[src/rtl/seed_dispense_pkg.sv]
// Shared state encoding, fault codes and helpers for the per-hole seed
// metering sequencer.
package seed_dispense_pkg;

  typedef enum logic [2:0] {
    ST_IDLE     = 3'd0,
    ST_ARM      = 3'd1,
    ST_DISPENSE = 3'd2,
    ST_SETTLE   = 3'd3,
    ST_CLOSE    = 3'd4,
    ST_FAULT    = 3'd5
  } state_e;

  localparam logic [1:0] FC_NONE         = 2'b00;
  localparam logic [1:0] FC_SENSOR       = 2'b01;
  localparam logic [1:0] FC_CONSEC_SHORT = 2'b10;

  function automatic logic [15:0] sat_inc16(input logic [15:0] v);
    return (v == 16'hFFFF) ? v : v + 16'd1;
  endfunction

endpackage

[src/rtl/seed_dispense_sequencer_timer.sv]
// Loadable down-counter shared by the gate-open and settle phases.
// expired flags the cycle whose decrement brings the count to zero.
module dispense_timer #(
  parameter int TIMER_W = 32
) (
  input  logic               clk,
  input  logic               rst,
  input  logic               load,
  input  logic [TIMER_W-1:0] value,
  input  logic               en,
  output logic               expired
);

  logic [TIMER_W-1:0] count_q;

  always_ff @(posedge clk) begin
    if (rst) begin
      count_q <= '0;
    end else if (load) begin
      count_q <= value;
    end else if (en && (count_q != '0)) begin
      count_q <= count_q - TIMER_W'(1);
    end
  end

  // Looking one count ahead makes a phase last exactly `value` cycles.
  assign expired = (count_q <= TIMER_W'(1));

endmodule

[src/rtl/seed_dispense_sequencer.sv]
// Per-hole metering sequencer: arms the seed counter, opens the gate until
// target or timeout, settles, stops the counter and keeps hole statistics.
module seed_dispense_sequencer
  import seed_dispense_pkg::*;
#(
  parameter int DISPENSE_TIMEOUT_CYCLES = 25000000,
  parameter int SETTLE_CYCLES           = 500000,
  parameter int MAX_CONSEC_SHORT        = 3,
  parameter int TIMER_W                 = 32
) (
  input  logic        clk,
  input  logic        rst,
  input  logic        hole_request,
  input  logic        target_reached,
  input  logic [7:0]  seed_count,
  input  logic        sensor_error,
  input  logic        fault_clear,
  output logic        start_counting,
  output logic        stop_counting,
  output logic        gate_open,
  output logic        busy,
  output logic        hole_done,
  output logic        hole_short,
  output logic        request_dropped,
  output logic [7:0]  last_hole_seeds,
  output logic [15:0] holes_ok,
  output logic [15:0] holes_short,
  output logic        fault,
  output logic [1:0]  fault_code,
  output logic [2:0]  state
);

  localparam logic [TIMER_W-1:0] DISP_T   = TIMER_W'(DISPENSE_TIMEOUT_CYCLES);
  localparam logic [TIMER_W-1:0] SETTLE_T = TIMER_W'(SETTLE_CYCLES);
  localparam logic [3:0]         MAX_C    = 4'(MAX_CONSEC_SHORT);

  state_e       state_q, state_d;
  logic         blank_q;
  logic         short_q, short_d;
  logic [3:0]   consec_q, consec_d;
  logic [15:0]  holes_ok_q, holes_ok_d;
  logic [15:0]  holes_short_q, holes_short_d;
  logic [7:0]   last_seeds_q, last_seeds_d;
  logic [1:0]   fault_code_q, fault_code_d;
  logic         start_q, start_d;
  logic         stop_q, stop_d;
  logic         gate_q, gate_d;
  logic         busy_q, busy_d;
  logic         done_q, done_d;
  logic         hshort_q, hshort_d;
  logic         drop_q, drop_d;
  logic         fault_q, fault_d;

  logic               timer_load;
  logic [TIMER_W-1:0] timer_value;
  logic               timer_en;
  logic               timer_expired;

  dispense_timer #(.TIMER_W(TIMER_W)) u_timer (
    .clk     (clk),
    .rst     (rst),
    .load    (timer_load),
    .value   (timer_value),
    .en      (timer_en),
    .expired (timer_expired)
  );

  assign timer_en = (state_q == ST_DISPENSE) || (state_q == ST_SETTLE);

  always_comb begin
    state_d       = state_q;
    short_d       = short_q;
    consec_d      = consec_q;
    holes_ok_d    = holes_ok_q;
    holes_short_d = holes_short_q;
    last_seeds_d  = last_seeds_q;
    fault_code_d  = fault_code_q;
    timer_load    = 1'b0;
    timer_value   = DISP_T;

    case (state_q)
      ST_IDLE: begin
        if (hole_request && !fault_q) state_d = ST_ARM;
      end
      ST_ARM: begin
        timer_load = 1'b1;
        timer_value = DISP_T;
        state_d = ST_DISPENSE;
      end
      ST_DISPENSE: begin
        // blank_q masks a target_reached left over from the previous hole.
        if (sensor_error) begin
          state_d = ST_FAULT;
          fault_code_d = FC_SENSOR;
        end else if (target_reached && !blank_q) begin
          state_d = ST_SETTLE;
          short_d = 1'b0;
          timer_load = 1'b1;
          timer_value = SETTLE_T;
        end else if (timer_expired) begin
          state_d = ST_SETTLE;
          short_d = 1'b1;
          timer_load = 1'b1;
          timer_value = SETTLE_T;
        end
      end
      ST_SETTLE: begin
        if (sensor_error) begin
          state_d = ST_FAULT;
          fault_code_d = FC_SENSOR;
        end else if (timer_expired) begin
          state_d = ST_CLOSE;
        end
      end
      ST_CLOSE: begin
        last_seeds_d = seed_count;
        if (short_q) begin
          holes_short_d = sat_inc16(holes_short_q);
          consec_d = (consec_q == 4'hF) ? consec_q : consec_q + 4'd1;
        end else begin
          holes_ok_d = sat_inc16(holes_ok_q);
          consec_d = 4'd0;
        end
        if (consec_d >= MAX_C) begin
          state_d = ST_FAULT;
          fault_code_d = FC_CONSEC_SHORT;
        end else begin
          state_d = ST_IDLE;
        end
      end
      ST_FAULT: begin
        if (fault_clear) begin
          state_d = ST_IDLE;
          fault_code_d = FC_NONE;
          consec_d = 4'd0;
        end
      end
      default: state_d = ST_IDLE;
    endcase

    // Outputs are registered copies of what the next state implies.
    start_d  = (state_d == ST_ARM);
    gate_d   = (state_d == ST_DISPENSE);
    busy_d   = (state_d != ST_IDLE);
    done_d   = (state_d == ST_CLOSE);
    hshort_d = (state_d == ST_CLOSE) && short_d;
    fault_d  = (state_d == ST_FAULT);
    stop_d   = (state_d == ST_CLOSE) ||
               ((state_d == ST_FAULT) &&
                ((state_q == ST_DISPENSE) || (state_q == ST_SETTLE)));
    drop_d   = hole_request && ((state_q != ST_IDLE) || fault_q);
  end

  always_ff @(posedge clk) begin
    if (rst) begin
      state_q       <= ST_IDLE;
      blank_q       <= 1'b0;
      short_q       <= 1'b0;
      consec_q      <= 4'd0;
      holes_ok_q    <= 16'd0;
      holes_short_q <= 16'd0;
      last_seeds_q  <= 8'd0;
      fault_code_q  <= FC_NONE;
      start_q       <= 1'b0;
      stop_q        <= 1'b0;
      gate_q        <= 1'b0;
      busy_q        <= 1'b0;
      done_q        <= 1'b0;
      hshort_q      <= 1'b0;
      drop_q        <= 1'b0;
      fault_q       <= 1'b0;
    end else begin
      state_q       <= state_d;
      blank_q       <= (state_q == ST_ARM);
      short_q       <= short_d;
      consec_q      <= consec_d;
      holes_ok_q    <= holes_ok_d;
      holes_short_q <= holes_short_d;
      last_seeds_q  <= last_seeds_d;
      fault_code_q  <= fault_code_d;
      start_q       <= start_d;
      stop_q        <= stop_d;
      gate_q        <= gate_d;
      busy_q        <= busy_d;
      done_q        <= done_d;
      hshort_q      <= hshort_d;
      drop_q        <= drop_d;
      fault_q       <= fault_d;
    end
  end

  assign start_counting  = start_q;
  assign stop_counting   = stop_q;
  assign gate_open       = gate_q;
  assign busy            = busy_q;
  assign hole_done       = done_q;
  assign hole_short      = hshort_q;
  assign request_dropped = drop_q;
  assign last_hole_seeds = last_seeds_q;
  assign holes_ok        = holes_ok_q;
  assign holes_short     = holes_short_q;
  assign fault           = fault_q;
  assign fault_code      = fault_code_q;
  assign state           = state_q;

endmodule
[config.mk]
export PLATFORM = sky130hd
export DESIGN_NAME = seed_dispense_sequencer
export DESIGN_NICKNAME = d
export VERILOG_FILES = /design/src/rtl/seed_dispense_pkg.sv /design/src/rtl/seed_dispense_sequencer_timer.sv /design/src/rtl/seed_dispense_sequencer.sv
export SDC_FILE = /design/constraint.sdc
export NUM_CORES = 1
export LEC_CHECK = 0
export ABC_AREA = 0
export BUFFER_PORTS_ARGS = -buffer_cell sky130_fd_sc_hd__buf_2
export CORE_AREA = 2 2 69 137
export CTS_CLUSTER_DIAMETER = 80
export DETAILED_ROUTE_END_ITERATION = 10
export DIE_AREA = 0 0 71 139
export PLACE_DENSITY = 0.86
export SYNTH_ARGS = -nofsm -noshare
export SYNTH_HDL_FRONTEND = slang
export SYNTH_HIERARCHICAL = 1
export SYNTH_SLANG_ARGS = --single-unit
[constraint.sdc]
create_clock -name clk -period 4.8 [get_ports clk]
set_input_delay 0.48 -clock clk [delete_from_list [all_inputs] [get_ports clk]]
set_output_delay 0.48 -clock clk [all_outputs]
set_load 0.02 [all_outputs]
* After elaboration in Yosys (flattened, before gate mapping)
Cells that the tools add are included.
Word-level totals: flip-flop bits (word level) 91, ROM bits 0, memories kept 0, logic and storage cells 96, RAM bits 0, output and inout port bits 53, latch bits 0, input bits 14
Operators by class: add/subtract/negate cells 4, shift operators 0, bitwise logic cells 3, equality and inequality tests 15, divide/modulo/power cells 0, order comparisons 2, multipliers 0, reduce and logical (&&, ||, !) cells 23, muxes and demuxes 32
Operators with widths (count):
- 25-bit two-way mux | 4
- 32-bit two-way mux | 2
- 16-bit by 1-bit adder with 16-bit output, second input constant | 2
- 16-bit equality test, second input constant | 2
- 32-bit by 1-bit <= comparator with 1-bit output, second input constant | 1
- 32-bit nonzero test | 1
- 32-bit by 1-bit subtractor with 32-bit output, second input constant | 1
- 3-bit two-way mux | 8
- 3-bit case mux with 6 select lines | 1
- 4-bit two-way mux | 4
- 3-bit equality test, second input constant | 4
- 3-bit by 2-bit equality test with 1-bit output, second input constant | 3
- 3-bit nonzero test | 3
- 4-bit case mux with 2 select lines | 1
- 1-bit two-way mux | 7
- 3-bit by 1-bit equality test with 1-bit output, second input constant | 2
- 1-bit logical AND | 6
- 2-bit two-way mux | 3
- 2-bit case mux with 3 select lines | 1
- 3-bit AND reduction | 2
- 4-bit by 1-bit adder with 4-bit output, second input constant | 1
- 4-bit equality test, second input constant | 1
- 4-bit by 2-bit >= comparator with 1-bit output, second input constant | 1
- 2-bit inequality test, second input constant | 2
- other kinds (10) | 16

* Longest topological paths before layout
Gate-level depths: netlist (run 1).
depth after elaboration 10, mapped depth 11

* Hierarchy
Netlist (run 1), hierarchy kept.
Modules (own cells, without submodules):
- seed_dispense_sequencer | seq. area each 1181.1 sq um, area an instance 2687.6 sq um, cells each 307, instances 1
- dispense_timer | seq. area each 640.6 sq um, area an instance 2069.5 sq um, cells each 243, instances 1

* Worst setup path before layout (run 1)
Ideal clock, no wire load.
kind reg2reg, start point register u_timer.count_q[27], end point register u_timer.count_q[31], path buffers 2, setup slack 1.910 ns, data arrival time 2.757 ns, data required time 4.667 ns, stages on the path, launching flop included 11, period minus slack after synthesis 2.890 ns, setup time 0.133 ns, cell sequence dfxtp_1 > nor4_1 > nand4_1 > nor3_1 > o21ai_0 > nand2_1 > clkbuf_1 > clkbuf_1 > nor3b_1 > mux2i_1 > o211ai_1
Between the ends: longest elaborated chain between the ends 6, elaborated cells between the ends (all ways) 11, those cells by class add/sub: 1; order compare: 1; mux: 6; reduce/logical: 3
Ends and longest elaborated chain:
- start: declaration | RTL line seed_dispense_sequencer_timer.sv:14 | logic [TIMER_W-1:0] count_q;
- start signal: assignment | RTL line seed_dispense_sequencer_timer.sv:20 | count_q <= value;
- start signal: assignment | RTL line seed_dispense_sequencer_timer.sv:22 | count_q <= count_q - TIMER_W'(1);
- 32-bit by 1-bit <= comparator with 1-bit output * | RTL line seed_dispense_sequencer_timer.sv:27 | assign expired = (count_q <= TIMER_W'(1));
- via timer_expired | RTL line seed_dispense_sequencer.sv:57 | logic timer_expired;
- 1-bit two-way mux * | RTL line seed_dispense_sequencer.sv:100 | end else if (timer_expired) begin
- 1-bit two-way mux * | RTL line seed_dispense_sequencer.sv:95 | end else if (target_reached && !blank_q) begin
- 1-bit two-way mux * | RTL line seed_dispense_sequencer.sv:92 | if (sensor_error) begin
- 1-bit case mux with 2 select lines * | RTL line seed_dispense_sequencer.sv:81 | case (state_q)
- via timer_load | RTL line seed_dispense_sequencer.sv:54 | logic timer_load;
- 32-bit two-way mux / 2-bit nonzero test (equally long branches)
Mark *: on every way through the listed nets, which the timed path passes. The rest lies on a longest branch. The select of a mux whose other input is x is not followed. A chain may end at the register's enable or synchronous reset.

* Worst setup path in the final report (run 1)
start point register u_timer.count_q[21], end point register u_timer.count_q[14]
Same word-level chain as after synthesis.

==> key figures, run 1 <==
Min path
  • Worst hold stages: 3
  • Worst hold path type: in -> reg
  • Worst hold start: seed_count[2]
  • Hold Crit Endpoint: last_hole_seeds[2]$_SDFFE_PP0P_

Clocking
  • CTS HTree Levels: 3
  • Root Driver: clkbuf_16
  • Clock-pin slew on the worst setup and hold paths: 0.06 ns
  • Setup Buffers After CTS: 0
  • CTS tree: built
  • Num CTS Buffers: 9
  • Hold-fix buffers at CTS: 0
  • CTS resizes: 0
  • # clock sinks: 91
  • Clk buf depth: 2
  • Clock Latency Late Sink: 0.35 ns

Routing
  • Via count: 4527
  • Drt total wl: 12510 um
  • Vias per std cell: 6.253
  • Iter 0 DRT Violations: 381
  • ANT nets after route: 0
  • Drt pass-1 iters: 7
  • Drt wl/cell: 17.27 um
  • DRC: 0

Timing
  • Fin crit share: 79.90%
  • Minimum clock period: 3.835 ns
  • Final hold violations: 0
  • Fmax: 260.7 MHz
  • Unrepaired setup endpoints after global routing: no
  • Headroom to the max-slew limit: 24.19%
  • Hold Slack: 0.3715 ns
  • Worst clock skew: 0.008021 ns
  • Setup-failing EPs final: 0
  • Slew Viols, Final: 0
  • Slew @ Worst Pin: 1.125 ns
  • Total negative slack: 0 ns

Synthesis
  • Post-Syn Instances: 550
  • Sequential area share after synthesis: 38.30%
  • Post-synth cell types: 74
  • Flops & latches, synth: 91
  • Synth area leader: dfxtp_1
  • Area contributors post-synth: dfxtp_1 38%, nor2_1 5.5%, xnor2_1 5.3%
  • Syn_area_per_cell: 8.649 um2
  • Top-area cell type share of the netlist area: 38.30%
  • Async S/R FF share, synth: 0%
  • Synth top cells by count: 91 x dfxtp_1, 70 x nor2_1, 42 x nand2_1
  • YS warnings: 6
  • Predominant post-synthesis flop cell: dfxtp_1
  • EDFF count, synth: 0
  • Post-Syn Area: 0.004757 mm2
  • Dominant cell by count in the synthesized netlist: dfxtp_1

Floorplanning
  • Initial Utilization: 53.51%
  • # IOs: 67
  • Core ar.: 0.008890 mm2
  • Die Span X: 71 um
  • Die Ht: 139 um
  • Row Count: 49
  • Die area: 0.009869 mm2

Critical path
  • Type of the worst setup path: reg -> reg
  • Worst r2r src: u_timer/count_q[21]$_SDFFE_PP0P_
  • Crit. Startpoint: u_timer/count_q[21]$_SDFFE_PP0P_
  • Setup crit end kind: register
  • WP data required: 5.02 ns
  • R2r endpoint: u_timer/count_q[14]$_SDFFE_PP0P_
  • Worst Path Arrival: 4.06 ns
  • Flop2flop setup slack: 0.96 ns
  • Crit path launch type: register
  • Reg2Reg Depth: 9
  • CP Max Fanout: 54

GRT
  • Initial antenna violation count: 0
  • Largest net degree at the start of global routing: 61
  • Gr ovfl total: 0
  • Vias in the first global route: 4370
  • First-pass GRT wire length: 20350 um
  • Total track usage: 25.44%

Power
  • Pwr/cell area: 389.0 mW/mm2
  • Worst VDD drop: 218.1 uV
  • Leak pwr: 2.090 nW

Cells and area
  • Final Cell Area: 0.005477 mm2
  • Syn-to-layout area delta: 15.12%
  • Final nets: 636
  • Share of layout cells above drive strength 1: 17.68%
  • Post-Layout Cell Count: 724
  • Ant. Diodes: 0

Placement
  • Placed inst area: 0.005147 mm2
  • RD Place Congestion: 0.9089
  • PortBufs: 66
  • Post-DP HPWL: 8839 um
  • Cells after DPL: 708

Flow run
  • MaxCap Viol Count: 0

Outcome
  • Status: completed
==> flip-flops by register name, summed over array words and instances (netlist names) <==
name and flops:
gate_open 1, u_timer/count_q 32, fault 1, consec_q 4, request_dropped 1, holes_ok 16, state 3, short_q 1
last_hole_seeds 8, hole_done 1, busy 1, holes_short 16, hole_short 1, start_counting 1, fault_code 2, blank_q 1
stop_counting 1
==> metrics by stage <==
step                      setup WS, ns  power (W)  utilization [%]
after floorplan                  1.910   0.001251                -
after global placement           1.337   0.001336            57.90
final                           0.9646   0.002131            61.60
after detailed placement         1.147   0.001354            57.90
after CTS                        1.090   0.002125            61.60
after global routing            0.5766   0.002208            61.60
==> critical path, cell delays in order (launching register included) <==
cell       delay [ns]
dfxtp_1          0.35
nor4_1           0.63
nand4_1          0.28
nor3_1           0.54
o21ai_0          0.53
nand2_1          0.18
buf_4            0.24
inv_2            0.35
and4_1           0.33
a2111oi_0        0.27
==> area by class of cell <==
class	count	area [um2]
fillers	725	3413
multi-input cells	434	2793
flip-flops and latches	91	1822
repair buffers	71	367.9
clock buffers	11	242.7
well taps	102	127.6
clock inverters	5	86.33
inverters	10	37.54
==> layout by cell type, fill, tap and decap left out, types with 5 or more instances in the layout <==
cell type / n
and3_1: 8
conb_1: 20
buf_2: 66
a2111oi_0: 5
buf_4: 5
xor2_1: 16
or4_1: 5
inv_1: 9
nand4_1: 8
or2_2: 5
a211oi_1: 30
nand3_1: 14
nand2_1: 42
and4_1: 8
nor4_1: 13
xnor2_1: 29
clkbuf_16: 9
or3_1: 6
nor4_2: 5
nor3_1: 15
o21ai_0: 9
dfxtp_1: 91
a21oi_1: 33
ha_1: 5
nor2_1: 70
a311oi_1: 6
==> worst max path at each step <==
stage / endpoint / slack (ns) / cells past startpoint
after global placement: u_timer/count_q[14]$_SDFFE_PP0P_ / 1.34 / 9
after detailed placement: u_timer/count_q[14]$_SDFFE_PP0P_ / 1.15 / 9
final: u_timer/count_q[14]$_SDFFE_PP0P_ / 0.96 / 9
after floorplan: u_timer/count_q[31]$_SDFFE_PP0P_ / 1.91 / 10
after global routing: u_timer/count_q[14]$_SDFFE_PP0P_ / 0.58 / 9
after CTS: u_timer/count_q[14]$_SDFFE_PP0P_ / 1.09 / 9
==> logic make-up (layout without fill, tap and decap cells) <==
group	after synthesis	after routing	share of synthesized area [%]
and+or+nand+nor	239	239	28.51
DFF	91	91	38.30
AOI/OAI and AO/OA	121	121	18.18
adders and majority gates	5	5	1.315
other	2	20	0.1579
buffers and inverters	43	97	4.418
xor gates and xnor gates	45	45	8.285
muxes	4	4	0.8417
==> power by group <==
part	internal, W	switching [W]
Sequential	0.000816	0.0000790
Clock	0.000473	0.000302
Combinational	0.000174	0.000287
Total	0.00146	0.000667
==> per-layer routing <==
| layer | global-route usage (%) | vias up | part of all wire [%] |
|---|---|---|---|
| met1 | 26.02 | 2134 | 36 |
| met4 | 16.68 | 0 | 5.5 |
| met3 | 4.433 | 53 | 4.1 |
| met2 | 45.75 | 178 | 54 |
| met5 | 0 | - | 0 |
| li1 | - | 2162 | - |
Note: power is estimated with default switching activity, not from simulation.
==> inputs of run 2 (changes only) <==
--- a/config.mk
+++ b/config.mk
@@ -5,12 +5,12 @@
 export SDC_FILE = /design/constraint.sdc
 export NUM_CORES = 1
 export LEC_CHECK = 0
-export ABC_AREA = 0
+export ABC_AREA = 1
 export BUFFER_PORTS_ARGS = -buffer_cell sky130_fd_sc_hd__buf_2
-export CORE_AREA = 2 2 69 137
+export CORE_AREA = 2 2 75 149
 export CTS_CLUSTER_DIAMETER = 80
 export DETAILED_ROUTE_END_ITERATION = 10
-export DIE_AREA = 0 0 71 139
+export DIE_AREA = 0 0 77 151
 export PLACE_DENSITY = 0.86
 export SYNTH_ARGS = -nofsm -noshare
 export SYNTH_HDL_FRONTEND = slang
==> constraint.sdc (replaced) <==
create_clock -name clk -period 3.33 [get_ports clk]
set_input_delay 0.333 -clock clk [delete_from_list [all_inputs] [get_ports clk]]
set_output_delay 0.333 -clock clk [all_outputs]
set_load 0.02 [all_outputs]
==> key figures, run 2 <==
Power
  • Worst VDD drop: 412.5 uV
  • Pwr/cell area: 622.9 mW/mm2
  • Leak pwr: 2.945 nW

Cells and area
  • Final nets: 982
  • Syn-to-layout area delta: 14.13%
  • Number of flip-flops in the largest register: 32
  • Commonest non-fill, non-tap cell in the layout: nand2_1
  • Post-Layout Cell Count: 1105
  • Ant. Diodes: 0
  • Share of layout cells above drive strength 1: 12.81%
  • Largest Register: u_timer/count_q
  • Most frequent cells in the layout: 272 x nand2_1, 159 x nor2_1, 91 x dfxtp_1, 84 x inv_1, 68 x nand3_1

Clocking
  • Setup Buffers After CTS: 0
  • CTS HTree Levels: 3
  • Clock Latency Late Sink: 0.35 ns
  • Hold-fix buffers at CTS: 0
  • # clock sinks: 91
  • Clk buf depth: 2
  • CTS tree: built
  • Root Driver: clkbuf_16
  • Num CTS Buffers: 9
  • Clock-pin slew on the worst setup and hold paths: 0.07 ns

Floorplanning
  • Initial Utilization: 52.39%
  • Die Ht: 151 um
  • Die area: 0.01163 mm2
  • Row Count: 53
  • Die Span X: 77 um
  • Core ar.: 0.01048 mm2
  • # IOs: 67

Placement
  • Place WS: 0.3125 ns
  • Cells after DPL: 1089
  • RD Place Congestion: 1.040
  • Post-DP HPWL: 11380 um
  • PortBufs: 66

Timing
  • Post-route setup slack: 0.3643 ns
  • Fin crit share: 89.06%
  • Unrepaired setup endpoints after global routing: no
  • Slew Viols, Final: 0
  • Total negative slack: 0 ns
  • Worst clock skew: 0.01108 ns
  • Fmax: 337.2 MHz
  • Minimum clock period: 2.966 ns
  • Headroom to the max-slew limit: 48.36%
  • Slew @ Worst Pin: 0.7738 ns
  • Setup-failing EPs final: 0
  • Final hold violations: 0

Critical path
  • Type of the worst setup path: reg -> reg
  • Worst Path Arrival: 3.18 ns
  • Crit path launch type: register
  • Crit. Startpoint: u_timer/count_q[22]$_SDFFE_PP0P_
  • Worst r2r src: u_timer/count_q[22]$_SDFFE_PP0P_
  • WP data required: 3.54 ns
  • R2r endpoint: u_timer/count_q[18]$_SDFFE_PP0P_
  • Flop2flop setup slack: 0.36 ns
  • Setup crit end kind: register
  • Reg2Reg Depth: 16
  • CP Max Fanout: 14
  • CP Capture Point: u_timer/count_q[18]$_SDFFE_PP0P_

Routing
  • Vias per std cell: 5.308
  • DRC: 0
  • Iter 0 DRT Violations: 404
  • Drt wl/cell: 13.95 um
  • Via count: 5865
  • Drt pass-1 iters: 6
  • ANT nets after route: 0
  • Drt total wl: 15420 um

Synthesis
  • Dominant cell by count in the synthesized netlist: nand2_1
  • Syn_area_per_cell: 6.188 um2
  • Post-Syn Area: 0.005489 mm2
  • Async S/R FF share, synth: 0%
  • Sequential area share after synthesis: 33.19%
  • Synth area leader: dfxtp_1
  • Synth top cells by count: 272 x nand2_1, 159 x nor2_1, 91 x dfxtp_1
  • EDFF count, synth: 0
  • Area contributors post-synth: dfxtp_1 33%, nand2_1 19%, nor2_1 11%
  • Post-synth cell types: 45
  • Top-area cell type share of the netlist area: 33.19%
  • Flops & latches, synth: 91
  • Predominant post-synthesis flop cell: dfxtp_1
  • YS warnings: 6
  • Post-Syn Instances: 887

GRT
  • Initial antenna violation count: 0
  • Vias in the first global route: 5517
  • Largest net degree at the start of global routing: 35
  • First-pass GRT wire length: 25370 um
  • Gr ovfl total: 0
  • Total track usage: 27.28%

Outcome
  • Status: completed

Min path
  • Worst hold path type: in -> reg

Flow run
  • MaxCap Viol Count: 0
-- run 2: cell count changes after synthesis, moves of 11 or more --
cell,change
nor4_1,-12
inv_1,+75
o21ai_0,+24
nor2_1,+89
xnor2_1,-19
nand3_1,+54
clkbuf_1,-11
nand2_1,+230
a211oi_1,-30
-- run 2: power breakdown --
part / switching, W / total (W) / internal, W
Combinational: 0.00111 / 0.00161 / 0.000494
Clock: 0.000466 / 0.00101 / 0.000539
Sequential: 0.000114 / 0.00129 / 0.00118
-- run 2: final cells by class --
| type | count | area [um2] |
|---|---|---|
| clock buffer | 11 | 242.7 |
| clock inverter | 5 | 45.04 |
| fill | 1011 | 4213 |
| inverter | 88 | 332.8 |
| multi-input combinational | 701 | 3276 |
| sequential | 91 | 1822 |
| tap | 137 | 171.4 |
| timing repair buffer | 72 | 375.4 |
-- run 2: per-layer routing --
layer | track usage, % | part of all wire, %
met1 | 26.31 | 35
met4 | 18.84 | 6.0
met5 | 0 | 0
met2 | 52.50 | 54
met3 | 3.754 | 4.9
-- run 2: repair_timing --
action                                 4_1_cts  5_1_grt
endpoints found under the hold margin        0        0
resized for setup                            0        2
setup endpoints to repair                    0       31
-- run 2: per-stage QoR --
step | cell area [um2] | power (W) | hold WS, ns | util, %
2_1_floorplan | 5553 | 0.002478 | 0.4091 | -
3_3_place_gp | 5969 | 0.002847 | 0.4506 | 56.97
3_5_place_dp | 5969 | 0.002867 | 0.4638 | 56.97
4_1_cts | 6257 | 0.003872 | 0.2317 | 59.72
5_1_grt | 6265 | 0.004156 | 0.2507 | 59.79
6_report | 6265 | 0.003903 | 0.2346 | 59.79
-- run 2: worst min path at each step --
stage                                     startpoint  slack [ns]  depth (start not counted)                         endpoint
after floorplan                                  rst        0.41                          1         holes_ok[4]$_SDFFE_PP0P_
after global placement    fault_code[1]$_SDFFE_PP0P_        0.45                          2       fault_code[1]$_SDFFE_PP0P_
after detailed placement  fault_code[1]$_SDFFE_PP0P_        0.46                          2       fault_code[1]$_SDFFE_PP0P_
after CTS                              seed_count[2]        0.23                          3  last_hole_seeds[2]$_SDFFE_PP0P_
after global routing                   seed_count[0]        0.25                          3  last_hole_seeds[0]$_SDFFE_PP0P_
final                                  seed_count[2]        0.23                          3  last_hole_seeds[2]$_SDFFE_PP0P_
-- run 2: worst max-delay path, stage by stage (launching register included) --
cell	delay, ns
dfxtp_1	0.35
nor2_1	0.17
nand2_1	0.11
nor2_1	0.15
nand2_1	0.15
nor4_2	0.27
inv_1	0.10
nand2_1	0.08
nand2_1	0.07
nor2_1	0.15
inv_1	0.17
nand2_1	0.11
inv_1	0.20
nand2_1	0.47
nor2_1	0.10
nor2_1	0.12
nor2_1	0.05
-- run 2: kinds of logic (layout without fill, tap and decap cells) --
| kind of cell | count (synthesis) | in the layout | share of synthesized area, % |
|---|---|---|---|
| xor gates and xnor gates | 24 | 24 | 3.829 |
| adders and majority gates | 5 | 5 | 1.140 |
| DFF | 91 | 91 | 33.19 |
| and+or+nand+nor | 560 | 560 | 43.47 |
| AOI/OAI and AO/OA | 92 | 92 | 9.643 |
| other | 2 | 19 | 0.1368 |
| muxes | 1 | 1 | 0.1824 |
| buffers and inverters | 112 | 176 | 8.411 |
